--- config.mk ---
export PLATFORM = sky130hd
export DESIGN_NAME = pipeline_controller_flat
export DESIGN_NICKNAME = d
export VERILOG_FILES = /design/src/rtl/pipeline_controller_if.sv /design/src/rtl/pipeline_controller.sv /design/src/flat_wrapper.sv
export SDC_FILE = /design/constraint.sdc
export NUM_CORES = 1
export LEC_CHECK = 0
export CAP_MARGIN = 20
export CORE_MARGIN = 3
export CORE_UTILIZATION = 46
export DETAILED_ROUTE_END_ITERATION = 16
export GPL_TIMING_DRIVEN = 0
export PLACE_DENSITY_LB_ADDON = 0.12
export SYNTH_ARGS = -nofsm -noshare
export SYNTH_HDL_FRONTEND = slang
export SYNTH_SLANG_ARGS = --single-unit
--- constraint.sdc ---
create_clock -name clock -period 3.6 [get_ports clock]
set_input_delay 0.72 -clock clock [delete_from_list [all_inputs] [get_ports clock]]
set_output_delay 0.72 -clock clock [all_outputs]
set_load 0.05 [all_outputs]
--- src/rtl/pipeline_controller_if.sv ---
// Control bus between the pipeline controller and the 8-bit datapath:
// stage IRs and flags flow in, every enable/select/strobe flows out.
interface pipeline_controller_if;
   logic       n;
   logic       z;
   logic [7:0] d_ir;
   logic [7:0] rf_ir;
   logic [7:0] x_ir;
   logic [7:0] wb_ir;

   logic       pc_write;
   logic       count_write;
   logic [1:0] addr_sel;
   logic [3:0] stage_load;
   logic [3:0] noop_sel;
   logic       mem_read;
   logic       mem_write;
   logic       r1_sel;
   logic       regw_sel;
   logic       rf_write;
   logic       r1b;
   logic       r2b;
   logic       alu1;
   logic [1:0] alu2;
   logic [2:0] alu_op;
   logic       alu3;
   logic       flag_write;
   logic       halted;

   modport master (
      input  n, z, d_ir, rf_ir, x_ir, wb_ir,
      output pc_write, count_write, addr_sel, stage_load, noop_sel,
             mem_read, mem_write, r1_sel, regw_sel, rf_write,
             r1b, r2b, alu1, alu2, alu_op, alu3, flag_write, halted
   );

   modport slave (
      output n, z, d_ir, rf_ir, x_ir, wb_ir,
      input  pc_write, count_write, addr_sel, stage_load, noop_sel,
             mem_read, mem_write, r1_sel, regw_sel, rf_write,
             r1b, r2b, alu1, alu2, alu_op, alu3, flag_write, halted
   );
endinterface

--- src/rtl/pipeline_controller.sv ---
// Cycle-level controller for the 4-stage (F/RF/X/WB) 8-bit pipeline: hazard
// stalls, WB->RF/X forwarding, branch redirection and stop/drain/halt.
module pipeline_controller #(
   parameter logic [7:0] NOOP_IR = 8'h0A
) (
   input  logic                  clock,
   input  logic                  reset,
   pipeline_controller_if.master bus
);

   typedef enum logic [1:0] {RUN, DRAIN, HALT} state_t;
   typedef enum logic [3:0] {
      K_NOP, K_LOAD, K_STOP, K_STORE, K_ADD, K_BZ, K_SUB, K_NAND,
      K_BNZ, K_BPZ, K_ORI, K_SHIFT
   } kind_t;

   function automatic kind_t kind_of(input logic [7:0] ir);
      kind_t k;
      k = K_NOP;
      if (ir == NOOP_IR)
         k = K_NOP;
      else if (ir[2:0] == 3'b111)
         k = K_ORI;
      else if (ir[2:0] == 3'b011)
         k = K_SHIFT;
      else begin
         case (ir[3:0])
            4'b0000: k = K_LOAD;
            4'b0001: k = K_STOP;
            4'b0010: k = K_STORE;
            4'b0100: k = K_ADD;
            4'b0101: k = K_BZ;
            4'b0110: k = K_SUB;
            4'b1000: k = K_NAND;
            4'b1001: k = K_BNZ;
            4'b1101: k = K_BPZ;
            default: k = K_NOP;
         endcase
      end
      return k;
   endfunction

   function automatic logic is_writer(input kind_t k);
      return k inside {K_LOAD, K_ADD, K_SUB, K_NAND, K_ORI, K_SHIFT};
   endfunction

   function automatic logic is_flag_setter(input kind_t k);
      return k inside {K_ADD, K_SUB, K_NAND, K_ORI, K_SHIFT};
   endfunction

   function automatic logic is_branch(input kind_t k);
      return k inside {K_BZ, K_BNZ, K_BPZ};
   endfunction

   function automatic logic [2:0] alu_op_of(input kind_t k);
      logic [2:0] op;
      case (k)
         K_SUB:   op = 3'b001;
         K_NAND:  op = 3'b010;
         K_ORI:   op = 3'b011;
         K_SHIFT: op = 3'b100;
         default: op = 3'b000;
      endcase
      return op;
   endfunction

   state_t     state_reg, state_next;
   logic [3:0] v_reg, v_next, v_src;
   kind_t      d_kind, rf_kind, x_kind, wb_kind;
   logic [1:0] rf_src1, x_src1, x_dest, wb_dest;
   logic       wb_fwd, mem_stall, flag_stall, taken;

   // An invalid stage decodes as a no-op, so it can never write or hazard.
   assign d_kind  = v_reg[0] ? kind_of(bus.d_ir)  : K_NOP;
   assign rf_kind = v_reg[1] ? kind_of(bus.rf_ir) : K_NOP;
   assign x_kind  = v_reg[2] ? kind_of(bus.x_ir)  : K_NOP;
   assign wb_kind = v_reg[3] ? kind_of(bus.wb_ir) : K_NOP;

   assign rf_src1 = (rf_kind == K_ORI) ? 2'd1 : bus.rf_ir[7:6];
   assign x_src1  = (x_kind  == K_ORI) ? 2'd1 : bus.x_ir[7:6];
   assign x_dest  = (x_kind  == K_ORI) ? 2'd1 : bus.x_ir[7:6];
   assign wb_dest = (wb_kind == K_ORI) ? 2'd1 : bus.wb_ir[7:6];
   assign wb_fwd  = is_writer(wb_kind);

   assign mem_stall  = (rf_kind == K_LOAD || rf_kind == K_STORE) && is_writer(x_kind) &&
                       (x_dest == bus.rf_ir[5:4] || x_dest == bus.rf_ir[7:6]);
   assign flag_stall = is_branch(d_kind) && (is_flag_setter(rf_kind) || is_flag_setter(x_kind));
   assign taken      = (d_kind == K_BZ && bus.z) || (d_kind == K_BNZ && !bus.z) ||
                       (d_kind == K_BPZ && !bus.n);

   // Each valid bit follows its instruction; fetch always enters as valid.
   assign v_src = {v_reg[2:0], 1'b1};
   genvar gi;
   generate
      for (gi = 0; gi < 4; gi++) begin : g_valid
         assign v_next[gi] = bus.stage_load[gi] ? (v_src[gi] & ~bus.noop_sel[gi]) : v_reg[gi];
      end
   endgenerate

   always_ff @(posedge clock or posedge reset) begin
      if (reset) begin
         state_reg <= RUN;
         v_reg     <= '0;
      end else begin
         state_reg <= state_next;
         v_reg     <= v_next;
      end
   end

   always_comb begin
      state_next = state_reg;
      case (state_reg)
         RUN:     if (d_kind == K_STOP) state_next = DRAIN;
         DRAIN:   if (v_next[3:1] == 3'b000) state_next = HALT;
         default: state_next = HALT;
      endcase
   end

   always_comb begin
      bus.pc_write    = 1'b0;
      bus.count_write = 1'b0;
      bus.addr_sel    = 2'd0;
      bus.stage_load  = 4'b0000;
      bus.noop_sel    = 4'b0000;
      bus.mem_read    = 1'b0;
      bus.mem_write   = 1'b0;
      bus.r1_sel      = 1'b0;
      bus.regw_sel    = 1'b0;
      bus.rf_write    = 1'b0;
      bus.r1b         = 1'b0;
      bus.r2b         = 1'b0;
      bus.alu1        = 1'b0;
      bus.alu2        = 2'd0;
      bus.alu_op      = 3'b000;
      bus.alu3        = 1'b0;
      bus.flag_write  = 1'b0;
      bus.halted      = 1'b0;
      if (state_reg != HALT) begin
         bus.count_write = 1'b1;
         bus.stage_load  = 4'b1111;
         bus.addr_sel    = 2'd2;
         bus.pc_write    = (state_reg == RUN);
         bus.noop_sel[0] = (state_reg == DRAIN);
         if (mem_stall) begin
            bus.stage_load  = 4'b1100;
            bus.noop_sel[2] = 1'b1;
            bus.pc_write    = 1'b0;
         end else if (flag_stall) begin
            bus.stage_load  = 4'b1110;
            bus.noop_sel[1] = 1'b1;
            bus.pc_write    = 1'b0;
         end else begin
            if (taken) begin
               bus.addr_sel    = 2'd0;
               bus.noop_sel[0] = 1'b1;
            end
            // The slot behind a stop never executes; squashing it at once
            // leaves only stop itself to retire during DRAIN.
            if (state_reg == RUN && d_kind == K_STOP)
               bus.noop_sel[0] = 1'b1;
         end
         bus.mem_read   = (x_kind == K_LOAD);
         bus.mem_write  = (x_kind == K_STORE);
         bus.alu3       = (x_kind == K_LOAD);
         bus.flag_write = is_flag_setter(x_kind);
         bus.alu_op     = alu_op_of(x_kind);
         bus.alu1       = v_reg[2] & ~(wb_fwd && wb_dest == x_src1);
         if (x_kind == K_ORI)
            bus.alu2 = 2'd2;
         else if (x_kind == K_SHIFT)
            bus.alu2 = 2'd3;
         else if (wb_fwd && wb_dest == bus.x_ir[5:4])
            bus.alu2 = 2'd1;
         bus.r1b      = v_reg[1] & ~(wb_fwd && wb_dest == rf_src1);
         bus.r2b      = v_reg[1] & ~(wb_fwd && wb_dest == bus.rf_ir[5:4]);
         bus.r1_sel   = (rf_kind == K_ORI);
         bus.rf_write = wb_fwd;
         bus.regw_sel = wb_fwd && (wb_kind != K_ORI);
      end else begin
         bus.halted = 1'b1;
      end
   end

endmodule

--- src/flat_wrapper.sv ---
// flat-port wrapper written by rule: the top's interface ports become plain ports
module pipeline_controller_flat 
#(
   parameter logic [7:0] NOOP_IR = 8'h0A
)
  (clock, reset, bus_n, bus_z, bus_d_ir, bus_rf_ir, bus_x_ir, bus_wb_ir, bus_pc_write, bus_count_write, bus_addr_sel, bus_stage_load, bus_noop_sel, bus_mem_read, bus_mem_write, bus_r1_sel, bus_regw_sel, bus_rf_write, bus_r1b, bus_r2b, bus_alu1, bus_alu2, bus_alu_op, bus_alu3, bus_flag_write, bus_halted);
  pipeline_controller_if bus_i ();
  input  logic clock;
  input  logic reset;
  input wire logic [$bits(bus_i.n)-1:0] bus_n;
  input wire logic [$bits(bus_i.z)-1:0] bus_z;
  input wire logic [$bits(bus_i.d_ir)-1:0] bus_d_ir;
  input wire logic [$bits(bus_i.rf_ir)-1:0] bus_rf_ir;
  input wire logic [$bits(bus_i.x_ir)-1:0] bus_x_ir;
  input wire logic [$bits(bus_i.wb_ir)-1:0] bus_wb_ir;
  output wire logic [$bits(bus_i.pc_write)-1:0] bus_pc_write;
  output wire logic [$bits(bus_i.count_write)-1:0] bus_count_write;
  output wire logic [$bits(bus_i.addr_sel)-1:0] bus_addr_sel;
  output wire logic [$bits(bus_i.stage_load)-1:0] bus_stage_load;
  output wire logic [$bits(bus_i.noop_sel)-1:0] bus_noop_sel;
  output wire logic [$bits(bus_i.mem_read)-1:0] bus_mem_read;
  output wire logic [$bits(bus_i.mem_write)-1:0] bus_mem_write;
  output wire logic [$bits(bus_i.r1_sel)-1:0] bus_r1_sel;
  output wire logic [$bits(bus_i.regw_sel)-1:0] bus_regw_sel;
  output wire logic [$bits(bus_i.rf_write)-1:0] bus_rf_write;
  output wire logic [$bits(bus_i.r1b)-1:0] bus_r1b;
  output wire logic [$bits(bus_i.r2b)-1:0] bus_r2b;
  output wire logic [$bits(bus_i.alu1)-1:0] bus_alu1;
  output wire logic [$bits(bus_i.alu2)-1:0] bus_alu2;
  output wire logic [$bits(bus_i.alu_op)-1:0] bus_alu_op;
  output wire logic [$bits(bus_i.alu3)-1:0] bus_alu3;
  output wire logic [$bits(bus_i.flag_write)-1:0] bus_flag_write;
  output wire logic [$bits(bus_i.halted)-1:0] bus_halted;
  assign bus_i.n = bus_n;
  assign bus_i.z = bus_z;
  assign bus_i.d_ir = bus_d_ir;
  assign bus_i.rf_ir = bus_rf_ir;
  assign bus_i.x_ir = bus_x_ir;
  assign bus_i.wb_ir = bus_wb_ir;
  assign bus_pc_write = bus_i.pc_write;
  assign bus_count_write = bus_i.count_write;
  assign bus_addr_sel = bus_i.addr_sel;
  assign bus_stage_load = bus_i.stage_load;
  assign bus_noop_sel = bus_i.noop_sel;
  assign bus_mem_read = bus_i.mem_read;
  assign bus_mem_write = bus_i.mem_write;
  assign bus_r1_sel = bus_i.r1_sel;
  assign bus_regw_sel = bus_i.regw_sel;
  assign bus_rf_write = bus_i.rf_write;
  assign bus_r1b = bus_i.r1b;
  assign bus_r2b = bus_i.r2b;
  assign bus_alu1 = bus_i.alu1;
  assign bus_alu2 = bus_i.alu2;
  assign bus_alu_op = bus_i.alu_op;
  assign bus_alu3 = bus_i.alu3;
  assign bus_flag_write = bus_i.flag_write;
  assign bus_halted = bus_i.halted;
  pipeline_controller #(.NOOP_IR(NOOP_IR)) u_core (.clock(clock), .reset(reset), .bus(bus_i));
endmodule
Word level (Yosys, flattened, before mapping). Memory sizes are Yosys's and may differ from the RTL's. Index checks and enable logic that the tools add are counted.

Register bits after elaboration: 6. Latch bits: 0. Bits in writable memories: 0. Memory bits (read-only): 256. Output and inout bits: 28. Logic and storage cells: 151. Memories kept: 4.

Add/sub/neg operators: 0. Multipliers: 0. Divide/modulo/power cells: 0. Magnitude comparators: 0. Equal/unequal tests: 47. Shifts and indexed selects: 0. Muxes and demuxes: 59. Bitwise gates (word level): 11. Reduce and logical (&&, ||, !) cells: 27.

Memory list: (name not given) (words 16, bits a word 4, rd ports 1, clocked after memory_dff 0, write ports 0, line pipeline_controller.sv:27) `case (ir[3:0])`; (name not given) (words 16, bits a word 4, rd ports 1, clocked after memory_dff 0, write ports 0, line pipeline_controller.sv:27); (name not given) (words 16, bits a word 4, rd ports 1, clocked after memory_dff 0, write ports 0, line pipeline_controller.sv:27); (name not given) (words 16, bits a word 4, rd ports 1, clocked after memory_dff 0, write ports 0, line pipeline_controller.sv:27).

Operators by type and width (number): $mux W4 (18); $eq A4 B3 Y1 const B (10); $eq A4 B4 Y1 const B (8); $eq A8 B4 Y1 const B (4); $mux W2 (13); $mux W1 (24); $eq A2 B2 Y1 (6); $eq A3 B2 Y1 const B (4); $eq A3 B3 Y1 const B (4); $eq A4 B1 Y1 const B (3); $eq A4 B2 Y1 const B (3); $logic_and A1 B1 Y1 (12); $pmux W3 S4 (1); $reduce_bool A6 Y1 (2); $reduce_bool A5 Y1 (2); $mux W3 (2); $not A1 Y1 (6); $and A1 B1 Y1 (5); $logic_or A1 B1 Y1 (5); $ne A2 B1 Y1 const B (2); $ne A4 B4 Y1 const B (1); $pmux W2 S2 (1); $logic_not A3 Y1 (1); $reduce_bool A3 Y1 (1); 5 further kinds (6).

Longest topological paths before layout. Gate-level depths: netlist of run 1.

Depth in word-level cells: 20. Gate-level depth with buffers: 9.

Worst setup path after synthesis of run 1. No wires, ideal clock.

Path kind: input to output. Start: input bus_x_ir[0]. End: output bus_mem_read. Arrival: 3.647 ns. Slack: -0.767 ns. Stages: 7. Buffers on the path: 2. Cell sequence: ha_1 > buf_6 > nand2b_1 > a22oi_1 > nand3_1 > nor4_1 > buf_4.

Cells in the longest elaborated chain, start to end: 7. Elaborated cells on any way between the ends: 10.

RTL lines: start, declared (line flat_wrapper.sv:14) `input wire logic [$bits(bus_i.x_ir)-1:0] bus_x_ir;`; $mem_v2 Z16 W4 / $eq A3 B2 Y1 (equally long branches); $mux W4 (line pipeline_controller.sv:24) `else if (ir[2:0] == 3'b011)`; $mux W4 (line pipeline_controller.sv:22) `else if (ir[2:0] == 3'b111)`; $mux W4 * (line pipeline_controller.sv:20) `if (ir == NOOP_IR)`; $mux W4 * (line pipeline_controller.sv:76) `assign x_kind = v_reg[2] ? kind_of(bus.x_ir) : K_NOP;`; $eq A4 B1 Y1 *; $mux W1 *; end, declared (line flat_wrapper.sv:21) `output wire logic [$bits(bus_i.mem_read)-1:0] bus_mem_read;`.

Every way passes the cells marked *; elsewhere a longest branch is shown, timed or not.

Worst setup path in the final report of run 1.
Start: input bus_wb_ir[4]. End: output bus_alu2[0].

Cells in the longest elaborated chain, start to end: 11. Elaborated cells on any way between the ends: 17.

RTL lines: start, declared (line flat_wrapper.sv:15) `input wire logic [$bits(bus_i.wb_ir)-1:0] bus_wb_ir;`; $eq A8 B4 Y1 * (line pipeline_controller.sv:20); $mux W4 * (line pipeline_controller.sv:20); $mux W4 * (line pipeline_controller.sv:77) `assign wb_kind = v_reg[3] ? kind_of(bus.wb_ir) : K_NOP;`; $eq A4 B4 Y1 (line pipeline_controller.sv:44, pipeline_controller.sv:82); $mux W2 (line pipeline_controller.sv:82) `assign wb_dest = (wb_kind == K_ORI) ? 2'd1 : bus.wb_ir[7:6];`; $eq A2 B2 Y1 (line pipeline_controller.sv:172) `else if (wb_fwd && wb_dest == bus.x_ir[5:4])`; $logic_and A1 B1 Y1 * (line pipeline_controller.sv:172); $mux W1 * (line pipeline_controller.sv:172); $mux W2 * (line pipeline_controller.sv:170) `else if (x_kind == K_SHIFT)`; $mux W2 * (line pipeline_controller.sv:168) `if (x_kind == K_ORI)`; $mux W2 * (line pipeline_controller.sv:138) `if (state_reg != HALT) begin`; end, declared (line flat_wrapper.sv:29) `output wire logic [$bits(bus_i.alu2)-1:0] bus_alu2;`.

Marks and branches as above.

==> results by group, run 1 <==
Global routing
  • Antenna violations before repair: 0
  • First-pass GRT wire length: 7.65 mm
  • GRT Total Usage: 20.7%
  • Vias in the first global route: ~1,800
  • Largest net degree at the start of global routing: 13
  • Overflow after GRT: 0

Timing
  • Minimum clock period: approximately 3.6 ns
  • Hold Slack: between 0.5 and 0.6 ns
  • Fin. Hold Viols: 0
  • Max-slew violations: 0
  • RSZ-0062 raised after global routing: yes
  • Slew @ Worst Pin: ~0.54 ns
  • Period utilisation layout: 98.9%
  • Final worst slack: ~0.04 ns
  • Setup violators final: 0
  • F_max: ~280 MHz
  • Slew Limit Headroom: 63.9%
  • Final Skew: between 0.003 and 0.004 ns

Yosys
  • Post-Syn Area: approximately 1700 um^2
  • Number of distinct library cells after synthesis: between 60 and 70
  • Fraction of the mapped netlist area in simple logic gates: about a third
  • Mapped Cells: between 200 and 250
  • Area share of xor/xnor cells in the synthesized design: 3.07%
  • Synthesis Warnings: 0
  • Sequential area share after synthesis: 8.77%
  • Syn_area_per_cell: about 7.4 um^2
  • EDFF count, synth: 0
  • Biggest area consumer among synthesized cells: ha_1
  • Yosys reg bits: 6
  • Post-synthesis adder-cell area fraction: around 15%
  • Largest family of logic cells by synthesized area: simple AND/OR/NAND/NOR gates
  • Synth Area in Compound Gates: 28.1%
  • Mux cell area share after synthesis: just over 3%
  • Synth top area share: about 15%
  • Top area cells in the synthesized netlist: ha_1 15%, dfrtp_1 8.8%, nor2_1 7.2%, inv_1 4.2%, nand2_1 4.2%
  • Synth Flop Type: dfrtp_1
  • Post-synth ARST share: 100%

Final layout
  • Fin cells: around 350
  • Antenna cells: 0
  • Register area: roughly 150 um^2
  • Fillers: 262
  • Area of the multi-input gates: around 1600 um^2
  • Most common cell after layout, fill and taps aside: nor2_1
  • Share of cells above drive strength 1: a little over a third
  • Area Overhead vs Synth: 55.3%
  • Most frequent cells in the layout: 30 x nor2_1, 19 x buf_4, 18 x clkdlybuf4s50_1
  • Max reg flops: 4
  • Final nets: ~360

Route
  • Initial DRC count: 98
  • Total routed wirelength: a little under 5 mm
  • Routed length per instance: between 10 and 15 um
  • Drc violations: 0
  • Vias per std cell: approximately 5.6
  • DRT antenna net count: 0
  • Vias: 1,962
  • 1st-pass router iterations: 5

Die
  • Die ar.: ~4500 um^2
  • Area of the core: 3470 um^2
  • Die width: 67 um
  • Chip height: ~67 um
  • Top Ports: 64
  • # rows: 21
  • Initial core utilization: approximately half

Placed design
  • Worst slack, placed: -1.19 ns
  • DP Cell Count: around 340
  • Detailed placer's ending HPWL: ~3.5 mm
  • PortBufs: 58
  • RD Place Congestion: 0.828

Worst setup path
  • Startpoint Class: input pin
  • Worst reg-to-reg path cell count: 8
  • CP max FO: 4
  • Element type at the critical path end: primary output
  • Critical Path AT: approximately 2.8 ns
  • Req. time, crit path: between 2 and 3 ns
  • CP Class: input pin to primary output

Clocking
  • Clock root buffer: clkbuf_8
  • Clock sink total: 6
  • Hold buffers post-CTS: 0
  • Reg clk slew, reported paths: about 0.03 ns
  • Total CTS buffers: 3
  • Worst-Skew Late Latency: ~0.22 ns
  • CTS tree: built
  • H-tree Lvls: 1
  • CTS max path bufs: 2

Job
  • Max-cap violation count: 0

Pwr
  • Peak VDD IR: between 0.0002 and 0.0003 V
  • Power Density: between 500 and 600 nW/um^2
  • Leak: between 1 and 1.5 nW

Worst hold path
  • Min-delay worst type: flip-flop to flip-flop
  • Cell depth of the worst hold path: 2

Status
  • Status: completed
worst max-delay path, cell delays in order:
cell and delay [ns]:
clkdlybuf4s50_1 0.40, or4_4 0.55, o31ai_4 0.24, or4_4 0.19
o21ai_4 0.07, a32o_2 0.26, a31o_2 0.25, buf_8 0.15
synthesized netlist by cell type (4+ instances only):
master / number
nand2b_1: 11
nor2b_1: 5
xnor2_1: 6
nand2_1: 19
inv_1: 19
nor3_1: 9
nand3_1: 5
a32oi_1: 4
buf_4: 5
a21oi_1: 5
nor2_1: 33
o21ai_0: 7
a32o_1: 5
ha_1: 20
dfrtp_1: 6
cell families (layout without fill, tap and decap cells):
group / after synthesis / count (layout)
AOI/OAI and AO/OA: 54 / 54
xor gates and xnor gates: 6 / 6
adders and majority gates: 20 / 20
buffers and inverters: 30 / 104
DFF: 6 / 6
muxes: 5 / 5
other: 1 / 2
and+or+nand+nor: 109 / 109
routing by layer:
metal / vias up / global-route usage (%) / share of wire, %
met5: - / 0 / 0
met4: 0 / 4.05 / 0.83
met3: 4 / 0.675 / 3.7
met2: 52 / 38.3 / 52
met1: 926 / 26.3 / 43
li1: 980 / - / -
power by group:
group / switching [mW] / internal [mW]
clock: 0.0242 / 0.0714
combinational: 0.761 / 0.453
sequential: 0.0560 / 0.101
worst paths after layout:
check / endpoint / from / slack, ns
worst min register to register: u_core.v_reg[3] / u_core.v_reg[3] / 0.56
min in group asynchronous: u_core.state_reg[0] / reset / 0.73
worst max-delay path: bus_alu2[0] / bus_wb_ir[4] / 0.04
max in group asynchronous: u_core.v_reg[2] / reset / 2.69
worst max register to register: u_core.state_reg[1] / u_core.v_reg[2] / 1.42
worst min-delay path: u_core.v_reg[3] / u_core.v_reg[3] / 0.56
final cells by class:
type | instances | area share [%]
repair buffers | 71 | 23.5
flip-flops and latches | 6 | 5.65
multi-input cells | 196 | 61.5
well taps | 46 | 2.16
plain buffers | 10 | 2.78
inverters | 20 | 2.82
clock buffers | 3 | 1.55
per-stage QoR:
step / power, mW / utilization [%] / cell area (um^2) / TNS [ns]
finish: 1.47 / 76.7 / 2660 / 0
detailed placement: 1.27 / 68.4 / 2370 / -17.57
global placement: 1.26 / 68.4 / 2370 / -17.17
global route: 1.54 / 76.7 / 2660 / -0.0726
CTS: 1.39 / 73.8 / 2560 / 0
floorplan: 0.928 / - / 1740 / -0.110
repair_timing:
action	4_1_cts	5_1_grt
buffers inserted	11	2
endpoints found under the setup margin	21	20
pin swaps	16	18
gates resized for setup	140	52
gates cloned	0	0
Note: power is estimated with default switching activity, not from simulation.
==> inputs of run 2 (changes only) <==
Settings changed: CORE_UTILIZATION 46 to 40.
Clock period 3.6 ns to 3.96 ns, I/O delays scaled along.
==> results by group, run 2 (synthesized netlist as in run 1, its figures left out) <==
Final layout
  • Final Core Density: 62.9% (-14 points)
  • Final nets: 357 (-1.9%)
  • Antenna cells: 0 (unchanged)
  • Area Overhead vs Synth: 49.2%
  • Fillers: 373 (+42%)
  • Most common cell after layout, fill and taps aside: nor2_1
  • Fin cells: 349 (-0.85%)
  • Share of cells above drive strength 1: 27.1% (-9.2 points)
  • Max reg flops: 4 (unchanged)
  • Most frequent cells in the layout: 31 x nor2_1, 25 x clkdlybuf4s50_1, 19 x inv_1

Pwr
  • Peak VDD IR: 0.000240 V (-20%)
  • Power Density: 486 nW/um^2 (-12%)
  • Final Power: 1.24 mW (-15%)
  • Leak: 1.15 nW (-5.8%)

Placed design
  • RD Place Congestion: 0.840 (+1.5%)
  • DP Cell Count: 340 (+1.2%)
  • Detailed placer's ending HPWL: 3.60 mm (+2.9%)
  • PortBufs: 58 (unchanged)

Route
  • Routed length per instance: 13.3 um (-3.3%)
  • Vias per std cell: 5.43 (-2.5%)
  • 1st-pass router iterations: 4 (-1)
  • Total routed wirelength: 4.64 mm (-4.1%)
  • Initial DRC count: 59 (-40%)
  • DRT antenna net count: 0 (unchanged)
  • Drc violations: 0 (unchanged)
  • Vias: 1,896 (-3.4%)

Clocking
  • Clock sink total: 6 (unchanged)
  • Clock root buffer: clkbuf_8
  • H-tree Lvls: 1 (unchanged)
  • Total CTS buffers: 3 (unchanged)
  • Reg clk slew, reported paths: 0.03 ns (about the same)
  • CTS max path bufs: 2 (unchanged)
  • CTS tree: built
  • Worst-Skew Late Latency: 0.22 ns (about the same)

Worst setup path
  • Critical Path AT: 3.07 ns (+0.23 ns)
  • Element type at the critical path end: primary output
  • CP Class: input pin to primary output
  • Worst reg-to-reg path cell count: 7 (-1)
  • Crit path from: bus_wb_ir[1]
  • Critical path destination: bus_alu2[0]
  • CP max FO: 4 (unchanged)
  • Req. time, crit path: 3.17 ns (+0.29 ns)
  • Reg-to-reg startpoint: u_core.v_reg[2]
  • Startpoint Class: input pin
  • Reg-to-Reg End: u_core.state_reg[1]
  • R2R Setup Slk: 1.94 ns (+0.52 ns)

Timing
  • Final Skew: 0.00421 ns (+0.000948 ns)
  • Setup TNS: 0 ns (unchanged)
  • Period utilisation layout: a little over nine tenths
  • Slew @ Worst Pin: 0.553 ns (+0.0135 ns)
  • F_max: about 260 MHz
  • Fin. Hold Viols: 0 (unchanged)
  • Setup violators final: 0 (unchanged)
  • RSZ-0062 raised after global routing: no
  • Max-slew violations: 0 (unchanged)
  • Slew Limit Headroom: 63.1% (-0.85 points)
  • Minimum clock period: between 3 and 4 ns

Global routing
  • Overflow after GRT: 0 (unchanged)
  • Largest net degree at the start of global routing: 13 (unchanged)
  • Vias in the first global route: 1,703 (-5.5%)
  • First-pass GRT wire length: 7.56 mm (-1.2%)
  • Antenna violations before repair: 0 (unchanged)
  • GRT Total Usage: 17.2% (-3.5 points)

Die
  • Die width: 71.4 um (+6.6%)
  • Chip height: 71.4 um (+6.6%)
  • Top Ports: 64 (unchanged)
  • Area of the core: 4060 um^2 (+17%)
  • Initial core utilization: 42.2% (-7.2 points)
  • Die ar.: 5100 um^2 (+14%)
  • # rows: 23 (+9.5%)

Job
  • Max-cap violation count: 0 (unchanged)

Worst hold path
  • Min-delay worst type: flip-flop to flip-flop

Status
  • Status: completed
-- run 2: cell count changes in the layout (fill, tap and decap cells not counted), moves of 2 or more --
cell / before / now
buf_4: 19 / 13
buf_6: 9 / 2
clkdlybuf4s50_1: 18 / 25
inv_1: 17 / 19
clkdlybuf4s15_2: 3 / 5
clkbuf_2: 5 / 1
inv_2: 3 / 1
-- run 2: cell type report --
type	instances	area, um^2	area share (%)
tap	50	62.6	2.45
multi-input combinational	196	1580	61.8
sequential	6	150	5.88
inverter	20	75.1	2.94
clock buffer	3	41.3	1.62
timing repair buffer	64	578	22.6
buffer	10	67.6	2.65
-- run 2: power by group --
part,internal [mW],switching (mW)
logic,0.348,0.666
registers,0.0920,0.0453
clock network,0.0652,0.0250
-- run 2: how the worst min path moves through the flow --
stage	slack, ns	end	startpoint	depth (start not counted)
floorplan	0.45	u_core.v_reg[3]	u_core.v_reg[3]	2
global placement	0.47	u_core.v_reg[3]	u_core.v_reg[3]	2
detailed placement	0.47	u_core.v_reg[3]	u_core.v_reg[3]	2
CTS	0.48	u_core.v_reg[3]	u_core.v_reg[3]	2
global route	0.51	u_core.v_reg[3]	u_core.v_reg[3]	2
finish	0.49	u_core.v_reg[3]	u_core.v_reg[3]	2
-- run 2: worst max-delay path, stage by stage --
cell and delay, ns:
dlygate4sd2_1 0.27, inv_1 0.08, ha_1 0.28, mux2_2 0.28, a221oi_2 0.34, or4_4 0.19
o21ai_1 0.11, a32o_1 0.30, a31o_2 0.24, buf_4 0.18
-- run 2: routing by layer --
metal / global-route usage (%) / wire length (um) / vias up / share of wire, %
li1: - / - / 965 / -
met1: 23.4 / 2060 / 880 / 44
met5: 0 / 0 / - / 0
met3: 1.12 / 196 / 8 / 4.2
met2: 29.8 / 2320 / 43 / 50
met4: 3.55 / 70 / 0 / 1.5
-- run 2: what timing repair did --
action | CTS | global route
pin swaps | 10 | 5
hold endpoints to repair | 0 | 0
endpoints found under the setup margin | 21 | 18
gates resized for setup | 107 | 23
setup buffers | 5 | 1
gates cloned | 0 | 0
hold buffers | 0 | 0
-- run 2: metrics by stage --
| stage | setup WS (ns) | hold slack (ns) | area [um^2] |
|---|---|---|---|
| 6_report | 0.101 | 0.487 | 2550 |
| 5_1_grt | 0.00761 | 0.509 | 2550 |
| 4_1_cts | -0.0200 | 0.482 | 2480 |
| 3_5_place_dp | -0.980 | 0.469 | 2380 |
| 3_3_place_gp | -0.963 | 0.471 | 2380 |
| 2_1_floorplan | 0.112 | 0.447 | 1730 |
